[config.mk]
export PLATFORM = sky130hd
export DESIGN_NAME = ctrl_fetch_scheduler
export DESIGN_NICKNAME = d
export VERILOG_FILES = /design/src/rtl/ctrl_fetch_pkg.sv /design/src/rtl/ctrl_fetch_buf.sv /design/src/rtl/ctrl_fetch_scheduler.sv
export SDC_FILE = /design/constraint.sdc
export NUM_CORES = 1
export LEC_CHECK = 0
export CORE_MARGIN = 1.5
export CORE_UTILIZATION = 50
export DETAILED_ROUTE_END_ITERATION = 8
export PLACE_DENSITY = 0.85
export SLEW_MARGIN = 5
export SYNTH_ARGS = -nofsm -noshare
export SYNTH_HDL_FRONTEND = slang
export SYNTH_SLANG_ARGS = --single-unit
[constraint.sdc]
create_clock -name CLK_100 -period 13.11 [get_ports CLK_100]
set_input_delay 3.933 -clock CLK_100 [delete_from_list [all_inputs] [get_ports CLK_100]]
set_output_delay 3.933 -clock CLK_100 [all_outputs]
set_load 0.01 [all_outputs]
[src/rtl/ctrl_fetch_pkg.sv]
// Shared encodings for the control-word fetch scheduler.
// Latency: n/a (constants and types only).
// Backpressure: n/a.
package ctrl_fetch_pkg;

  localparam int STATE_W = 3;

  typedef enum logic [STATE_W-1:0] {
    ST_IDLE  = 3'd0,
    ST_RUN   = 3'd1,
    ST_DRAIN = 3'd2,
    ST_DONE  = 3'd3,
    ST_ABORT = 3'd4
  } state_e;

  // Bit of a control word that marks the last word of a program
  localparam int TERM_BIT = 0;

  // SRAM strobes are active low; these are their quiescent levels
  localparam logic SRAM_CSB_IDLE = 1'b1;
  localparam logic SRAM_WEB_IDLE = 1'b1;

endpackage

[src/rtl/ctrl_fetch_buf.sv]
// Two-entry prefetch FIFO holding control words between SRAM and datapath.
// Latency: a pushed word is visible at the head the cycle after the push.
// Backpressure: push is dropped when full unless a pop happens the same cycle.
module ctrl_fetch_buf #(
  parameter int WIDTH = 60
) (
  input  logic             CLK_100,
  input  logic             ARST_N,
  input  logic             flush,
  input  logic             push,
  input  logic [WIDTH-1:0] push_dat,
  input  logic             pop,
  output logic [WIDTH-1:0] head_dat,
  output logic             full,
  output logic             empty,
  output logic [1:0]       count
);

  logic [WIDTH-1:0] mem [2];
  logic             wr_ptr;
  logic             rd_ptr;
  logic             do_push;
  logic             do_pop;

  assign empty    = (count == 2'd0);
  assign full     = (count == 2'd2);
  assign do_pop   = pop & ~empty;
  assign do_push  = push & (~full | do_pop);
  assign head_dat = mem[rd_ptr];

  // Storage, pointers and occupancy; flush empties without touching contents
  always_ff @(posedge CLK_100 or negedge ARST_N) begin
    if (!ARST_N) begin
      mem[0] <= '0;
      mem[1] <= '0;
      wr_ptr <= 1'b0;
      rd_ptr <= 1'b0;
      count  <= 2'd0;
    end else if (flush) begin
      wr_ptr <= 1'b0;
      rd_ptr <= 1'b0;
      count  <= 2'd0;
    end else begin
      if (do_push) begin
        mem[wr_ptr] <= push_dat;
        wr_ptr      <= ~wr_ptr;
      end
      if (do_pop) begin
        rd_ptr <= ~rd_ptr;
      end
      if (do_push && !do_pop) begin
        count <= count + 2'd1;
      end else if (!do_push && do_pop) begin
        count <= count - 2'd1;
      end
    end
  end

endmodule

[src/rtl/ctrl_fetch_scheduler.sv]
// Arbitrates the control SRAM between host access and run-time prefetch into a 2-entry buffer.
// Latency: START seen at edge 0 -> read issued cycle 1 -> CTRL_VALID cycle 3; 1 word/cycle sustained.
// Backpressure: CTRL_READY low stalls the buffer; reads are only issued while a slot is free.
module ctrl_fetch_scheduler
  import ctrl_fetch_pkg::*;
#(
  parameter int ADDR_WIDTH = 10,
  parameter int CTRL_WIDTH = 60,
  parameter int CNT_WIDTH  = 32
) (
  input  logic                  CLK_100,
  input  logic                  ARST_N,
  input  logic                  START,
  input  logic [ADDR_WIDTH-1:0] HOST_ADDR,
  input  logic [CTRL_WIDTH-1:0] HOST_DIN,
  input  logic                  HOST_EN,
  input  logic                  HOST_WE,
  output logic                  HOST_GRANT,
  output logic [CTRL_WIDTH-1:0] HOST_DOUT,
  output logic [ADDR_WIDTH-1:0] SRAM_ADDR,
  output logic [CTRL_WIDTH-1:0] SRAM_DIN,
  output logic                  SRAM_CSB,
  output logic                  SRAM_WEB,
  input  logic [CTRL_WIDTH-1:0] SRAM_DOUT,
  output logic                  CTRL_VALID,
  input  logic                  CTRL_READY,
  output logic [CTRL_WIDTH-1:0] CTRL_WORD,
  output logic                  COMPLETED,
  output logic                  RUN_ERROR,
  output logic [ADDR_WIDTH:0]   WORD_COUNT,
  output logic [CNT_WIDTH-1:0]  CYCLE_COUNT,
  output logic [STATE_W-1:0]    DEBUG_STATE
);

  localparam logic [ADDR_WIDTH-1:0] ADDR_MAX = '1;

  state_e                  state_q;
  state_e                  state_d;
  logic [ADDR_WIDTH-1:0]   ptr_q;
  logic                    infl_q;      // a fetch read was issued last cycle
  logic                    last_q;      // the top address has been issued
  logic                    host_rd_q;   // a host read was issued last cycle

  logic                    buf_full;
  logic                    buf_empty;
  logic [1:0]              buf_cnt;

  logic                    run_active;
  logic                    xfer;
  logic                    flush;
  logic                    push;
  logic                    term_hit;
  logic                    last_push;
  logic                    issue;
  logic [2:0]              slots_used;

  assign CTRL_VALID = ~buf_empty;
  assign SRAM_DIN   = HOST_DIN;

  ctrl_fetch_buf #(
    .WIDTH (CTRL_WIDTH)
  ) u_buf (
    .CLK_100  (CLK_100),
    .ARST_N   (ARST_N),
    .flush    (flush),
    .push     (push),
    .push_dat (SRAM_DOUT),
    .pop      (xfer),
    .head_dat (CTRL_WORD),
    .full     (buf_full),
    .empty    (buf_empty),
    .count    (buf_cnt)
  );

  // Fetch control: which of push / issue / flush happen this cycle.
  // Slots count the read in flight and credit a pop happening now, so a
  // steady stream can issue every cycle with one word buffered.
  always_comb begin
    run_active = (state_q == ST_RUN) || (state_q == ST_DRAIN);
    xfer       = ~buf_empty & CTRL_READY;
    flush      = run_active & ~START;
    push       = (state_q == ST_RUN) & START & infl_q & (~buf_full | xfer);
    term_hit   = push & SRAM_DOUT[TERM_BIT];
    last_push  = push & last_q;
    slots_used = {1'b0, buf_cnt} + {2'b00, infl_q} - {2'b00, xfer};
    issue      = (state_q == ST_RUN) & START & ~last_q & ~term_hit & (slots_used < 3'd2);
  end

  // State register
  always_ff @(posedge CLK_100 or negedge ARST_N) begin
    if (!ARST_N) begin
      state_q <= ST_IDLE;
    end else begin
      state_q <= state_d;
    end
  end

  // Next-state logic
  always_comb begin
    state_d = state_q;
    case (state_q)
      ST_IDLE: begin
        if (START) state_d = ST_RUN;
      end
      ST_RUN: begin
        if (!START)                     state_d = ST_ABORT;
        else if (term_hit || last_push) state_d = ST_DRAIN;
      end
      ST_DRAIN: begin
        if (!START)                                  state_d = ST_ABORT;
        else if (buf_empty || (buf_cnt == 2'd1 && xfer)) state_d = ST_DONE;
      end
      ST_DONE: begin
        if (!START) state_d = ST_IDLE;
      end
      ST_ABORT: begin
        state_d = ST_IDLE;
      end
      default: state_d = ST_IDLE;
    endcase
  end

  // Outputs: SRAM port mux between host (IDLE only) and the fetch engine
  always_comb begin
    HOST_GRANT  = (state_q == ST_IDLE) & HOST_EN & ~START;
    SRAM_ADDR   = ptr_q;
    SRAM_CSB    = SRAM_CSB_IDLE;
    SRAM_WEB    = SRAM_WEB_IDLE;
    COMPLETED   = ~((state_q == ST_RUN) || (state_q == ST_DRAIN) || (state_q == ST_ABORT));
    DEBUG_STATE = state_q;
    if (HOST_GRANT) begin
      SRAM_ADDR = HOST_ADDR;
      SRAM_CSB  = 1'b0;
      SRAM_WEB  = ~HOST_WE;
    end else if (issue) begin
      SRAM_CSB  = 1'b0;
    end
  end

  // Pointer, run bookkeeping, counters and host read-back register
  always_ff @(posedge CLK_100 or negedge ARST_N) begin
    if (!ARST_N) begin
      ptr_q       <= '0;
      infl_q      <= 1'b0;
      last_q      <= 1'b0;
      host_rd_q   <= 1'b0;
      HOST_DOUT   <= '0;
      RUN_ERROR   <= 1'b0;
      WORD_COUNT  <= '0;
      CYCLE_COUNT <= '0;
    end else begin
      host_rd_q <= HOST_GRANT & ~HOST_WE;
      if (host_rd_q) begin
        HOST_DOUT <= SRAM_DOUT;
      end
      if (state_q == ST_IDLE && START) begin
        ptr_q       <= '0;
        infl_q      <= 1'b0;
        last_q      <= 1'b0;
        RUN_ERROR   <= 1'b0;
        WORD_COUNT  <= '0;
        CYCLE_COUNT <= '0;
      end else begin
        infl_q <= issue;
        // The pointer parks on the top address instead of wrapping
        if (issue) begin
          if (ptr_q == ADDR_MAX) last_q <= 1'b1;
          else                   ptr_q  <= ptr_q + ADDR_WIDTH'(1);
        end
        if (last_push && !SRAM_DOUT[TERM_BIT]) begin
          RUN_ERROR <= 1'b1;
        end
        if (xfer && run_active) begin
          WORD_COUNT <= WORD_COUNT + (ADDR_WIDTH+1)'(1);
        end
        if (run_active && CYCLE_COUNT != '1) begin
          CYCLE_COUNT <= CYCLE_COUNT + CNT_WIDTH'(1);
        end
      end
    end
  end

endmodule
# Yosys cells after proc, flatten, opt, wreduce, memory -nomap -nowiden
# Index checks and enable logic that the tools add are counted.
# word_totals
register_bits	244
latch_bits	0
ram_bits	0
mem_bits_ro	0
inputBits	136
out_inout_bits	242
wordCells	133
mem_count	0
# classes
addsub	7
multipliers	0
div_mod_pow	0
n_lt_le_gt_ge	4
eq_ne	13
shift	0
n_mux	37
n_bitwise	29
n_reduce_logical	29
# op_table
operator	n
60-bit 2-to-1 mux	4
120-bit bitwise mux	1
32-bit 2-to-1 mux	2
60-bit demux with 1-bit select	1
10-bit 2-to-1 mux	4
32-bit by 1-bit adder with 32-bit output (second input constant)	1
32-bit != test (second input constant)	1
11-bit 2-to-1 mux	2
3-bit 2-to-1 mux	6
1-bit AND	15
2-bit nonzero test	7
1-bit 2-to-1 mux	13
3-bit case mux with 4 select lines	1
11-bit by 1-bit adder with 11-bit output (second input constant)	1
10-bit by 1-bit adder with 10-bit output (second input constant)	1
10-bit == test (second input constant)	1
1-bit NOT	10
1-bit logical AND	8
3-bit by 2-bit == test with 1-bit output (second input constant)	2
2-bit 2-to-1 mux	3
2-bit != test (second input constant)	3
3-bit by 2-bit != test with 1-bit output (second input constant)	2
2-bit AND reduction	3
2-bit greater-or-equal comparator (second input constant)	2
other kinds (18)	25

# Longest topological paths before layout
# logic_depth
word_depth	11
depth_mapped	13
ltp_nobuf	11

# Cells and area by module
# From an unflattened synthesis, not the netlist that was laid out.
# hier_totals
cells_unflattened	896
area_unflattened_um2	11676.2
# by_module_without_submodules
mod	n_inst	cells_each	area_per_inst_um2	seq_area_each_um2
ctrl_fetch_scheduler	1	551	6017.0	3002.9
ctrl_fetch_buf	1	345	5659.2	3103.0

# Least setup slack after synthesis
# No wires, ideal clock.
# synth_timing
path_type	input-to-output
startpoint	in CTRL_READY
endpoint	out SRAM_CSB
arrival_time_ns	5.829
setup_slack_ns	3.348
stages	10
path_buffers	2
path_cell_list	nand2b_1 -> buf_2 -> xnor2_1 -> nand2_1 -> fa_1 -> xor2_1 -> or4b_4 -> buf_6 -> nor2_1 -> nor2_1
# synth_between
elab_chain_len	9
# synth_rtl
element	line_no	text
from (decl)	ctrl_fetch_scheduler.sv:26	input logic CTRL_READY,
1-bit AND (*)	ctrl_fetch_scheduler.sv:80	xfer = ~buf_empty & CTRL_READY;
parallel branches: the longest is 5 deep, another holds 3-bit by 1-bit subtractor with 3-bit output	--	
1-bit AND (*)	ctrl_fetch_scheduler.sv:86	issue = (state_q == ST_RUN) & START & ~last_q & ~term_hit & (slots_used < 3'd2);
1-bit 2-to-1 mux (*)	ctrl_fetch_scheduler.sv:135	end else if (issue) begin
1-bit 2-to-1 mux (*)	ctrl_fetch_scheduler.sv:131	if (HOST_GRANT) begin
to (decl)	ctrl_fetch_scheduler.sv:22	output logic SRAM_CSB,
# Mark *: on every way between the ends.

# Final worst setup path
# Ends and elaborated chain as after synthesis.

==> qor.csv <==
metric,value,unit
"Clk pin slew, worst setup/hold paths",0.06,ns
async set-or-reset flop fraction in the synthesized netlist,100,%
Cell Rows,54,
DRC viols,0,
Die W,154,um
leakage power,6.50,nW
total negative slack,0,ns
CP Launch Type,primary input,
worst path cell trace,clkdlybuf4s50_1 -> nand2b_1 -> xnor2_1 -> nand2_1 -> fa_1 -> xor2_1 -> or4b_4 -> nor2_1 -> nor2_1 -> clkdlybuf4s50_1,
Tot GR Track Use,22.2,%
post-synth cell types,52,
first-pass GRT wire length,42.5,mm
Worst IR Drop VDD,117,uV
detailed-route vias per instance,5.55,
Yosys warnings,0,
# diodes,0,
Final Critical Period,10.92,ns
fmax,91.6,MHz
Max Slew Vio Count,0,
layout cell share with drive strength beyond 1,28.8,%
"commonest non-fill, non-tap cell in the layout",clkdlybuf4s50_1,
most frequent cells in the layout,"clkdlybuf4s50_1, mux2_2, dfrtp_1",
Hold Crit Class,reg -> reg,
WL/cell,19.2,um
CTS H-tree depth,1,
unrepaired setup endpoints after global routing,false,
Crit. End Element,output pin,
RePlAce Congestion,0.825,
DR vias,7614,
top_reg_cell synth,dfrtp_1,
"FF+latch count, synth",244,
Synth top area share,53.8,%
Post-Syn Nets,1022,
CTS tree,built,
Worst-Skew Late Latency,0.52,ns
"Seq/Total Area, Yosys",53.8,%
number of synthesized flops with an enable pin,0,
most area-hungry cell type in the Yosys netlist,dfrtp_1,
Routed WL,26.3,mm
die area,23600,um^2
clock buffer depth,3,
CP peak stage delay,0.58,ns
worst-path maximum fanout,9,
Final nets,1215,
Rel. slew slack,34.5,%
CTS root buffer,clkbuf_16,
critical path data arrival time,6.98,ns
die extent in y,154,um
number of global-route vias before repair,7935,
post-route clock skew,0.00639,ns
cts repair resizes,0,
post-CTS setup buffer count,0,
final hold vios,0,
Sink Count,244,
area of the core,22000,um^2
kind of critical path,in -> out,
Final Core Density,66.4,%
initial DRC count,318,
worst-margin pin slew,0.983,ns
Final setup viols,0,
synthesized area,11400,um^2
aggregate global routing overflow,0,
outcome,"complete, no violations",
Port Buffer Count,257,
num ports,378,
detailed placer's ending HPWL,17.7,mm
initial core utilization,51.5,%
TritonCTS Buffers,27,
antenna-violating nets left,0,
pin count of the biggest net entering global routing,98,
Gate Count Post-Synth,879,
PwrDens,171,nW/um^2
ranking of synthesized cells by area,"dfrtp_1, mux2_2, buf_4",
Mapped Avg Cell Area,12.9,um^2
Worst path slowest cell,or4b_4,
P&R area growth vs syn,28.8,%
Max-cap violations,0,
hold_buf cts,0,
CP Data Required Time,9.18,ns
period utilization,83.3,%
antenna violations before repair,0,
DRT Pass-1 Iters,4,
==> power by group <==
group | leakage (nW) | switching (mW) | internal [mW]
Combinational | 2.82 | 0.307 | 0.445
Sequential | 3.24 | 0.0896 | 0.907
Clock | 0.440 | 0.297 | 0.455
Total | 6.50 | 0.693 | 1.81
==> routing by layer <==
layer	share of wire, %	routed length (um)	vias to the layer above	global-route usage, %
li1	-	-	3477	-
met3	6.5	1720	74	4.93
met1	41	10700	3833	28.3
met4	3.3	863	0	8.32
met2	49	13000	230	37.3
met5	0	0	-	0
==> cell usage after synthesis, types with 3 or more instances <==
cell type	number
and2_1	3
o21ai_0	19
nand2_1	36
or3_1	13
a31oi_1	3
mux2i_1	12
a21oi_1	20
and3_1	7
and4_1	13
mux2_2	248
nor4_1	3
xnor2_1	18
clkbuf_1	25
nor2_1	42
nand3_1	14
buf_1	5
buf_2	9
nand2b_1	3
buf_4	60
dfrtp_1	244
inv_1	9
a211oi_1	7
ha_1	6
nand4_1	17
nor3_1	6
xor2_1	7
==> logic make-up (layout without fill, tap and decap cells) <==
logic type               after synthesis  after routing  share of synthesized area [%]
flip-flops                           244            244                           53.8
AO/OA/AOI/OAI                         66             66                           3.85
XOR/XNOR                              25             25                           1.93
adder cells (fa/ha/maj)                7              7                          0.838
buffers and inverters                110            323                           5.85
multiplexers                         260            260                           25.7
AND/OR/NAND/NOR                      167            167                           8.09
==> registers in the layout, summed over array words and instances (netlist names) <==
signal        flops
CYCLE_COUNT      32
RUN_ERROR         1
last_q            1
u_buf.count       2
infl_q            1
u_buf.mem       120
host_rd_q         1
HOST_DOUT        60
u_buf.rd_ptr      1
DEBUG_STATE       3
WORD_COUNT       11
ptr_q            10
u_buf.wr_ptr      1
==> worst max-delay path, delay by kind of cell <==
family / cells / cell delay (ns)
xor gates and xnor gates: 2 / 0.48
adders and majority gates: 1 / 0.38
buffers and inverters: 2 / 0.99
and+or+nand+nor: 5 / 1.19
==> metrics by stage <==
step	worst slack, ns	hold WS (ns)	cells	cell area [um^2]	total power, mW
floorplan	3.35	0.444	879	11400	1.39
global placement	2.26	0.473	1323	13700	1.74
detailed placement	2.20	0.483	1323	13700	1.76
CTS	2.19	0.494	1372	14600	2.53
global route	2.01	0.510	1372	14600	2.62
finish	2.19	0.485	1372	14600	2.50
==> final cells by class <==
| type | instances | area (um^2) |
|---|---|---|
| clock buffers | 36 | 739 |
| clock inverters | 13 | 150 |
| fillers | 1596 | 7410 |
| inverters | 9 | 33.8 |
| multi-input cells | 525 | 4600 |
| flip-flops and latches | 244 | 6110 |
| well taps | 280 | 350 |
| repair buffers | 265 | 2640 |
==> worst paths after layout <==
| path | from | endpoint | slack [ns] | cells past startpoint |
|---|---|---|---|---|
| setup / recovery | CTRL_READY | SRAM_CSB | 2.19 | 10 |
| hold / removal | u_buf.mem[0] | u_buf.mem[0] | 0.48 | 2 |
| setup reg to reg | u_buf.count[1] | ptr_q[7] | 9.52 | 11 |
| hold reg to reg | u_buf.mem[0] | u_buf.mem[0] | 0.48 | 2 |
| max in group asynchronous | ARST_N | HOST_DOUT[29] | 7.39 | 3 |
| min in group asynchronous | ARST_N | WORD_COUNT[6] | 3.41 | 1 |
Note: power is estimated with default switching activity, not from simulation.
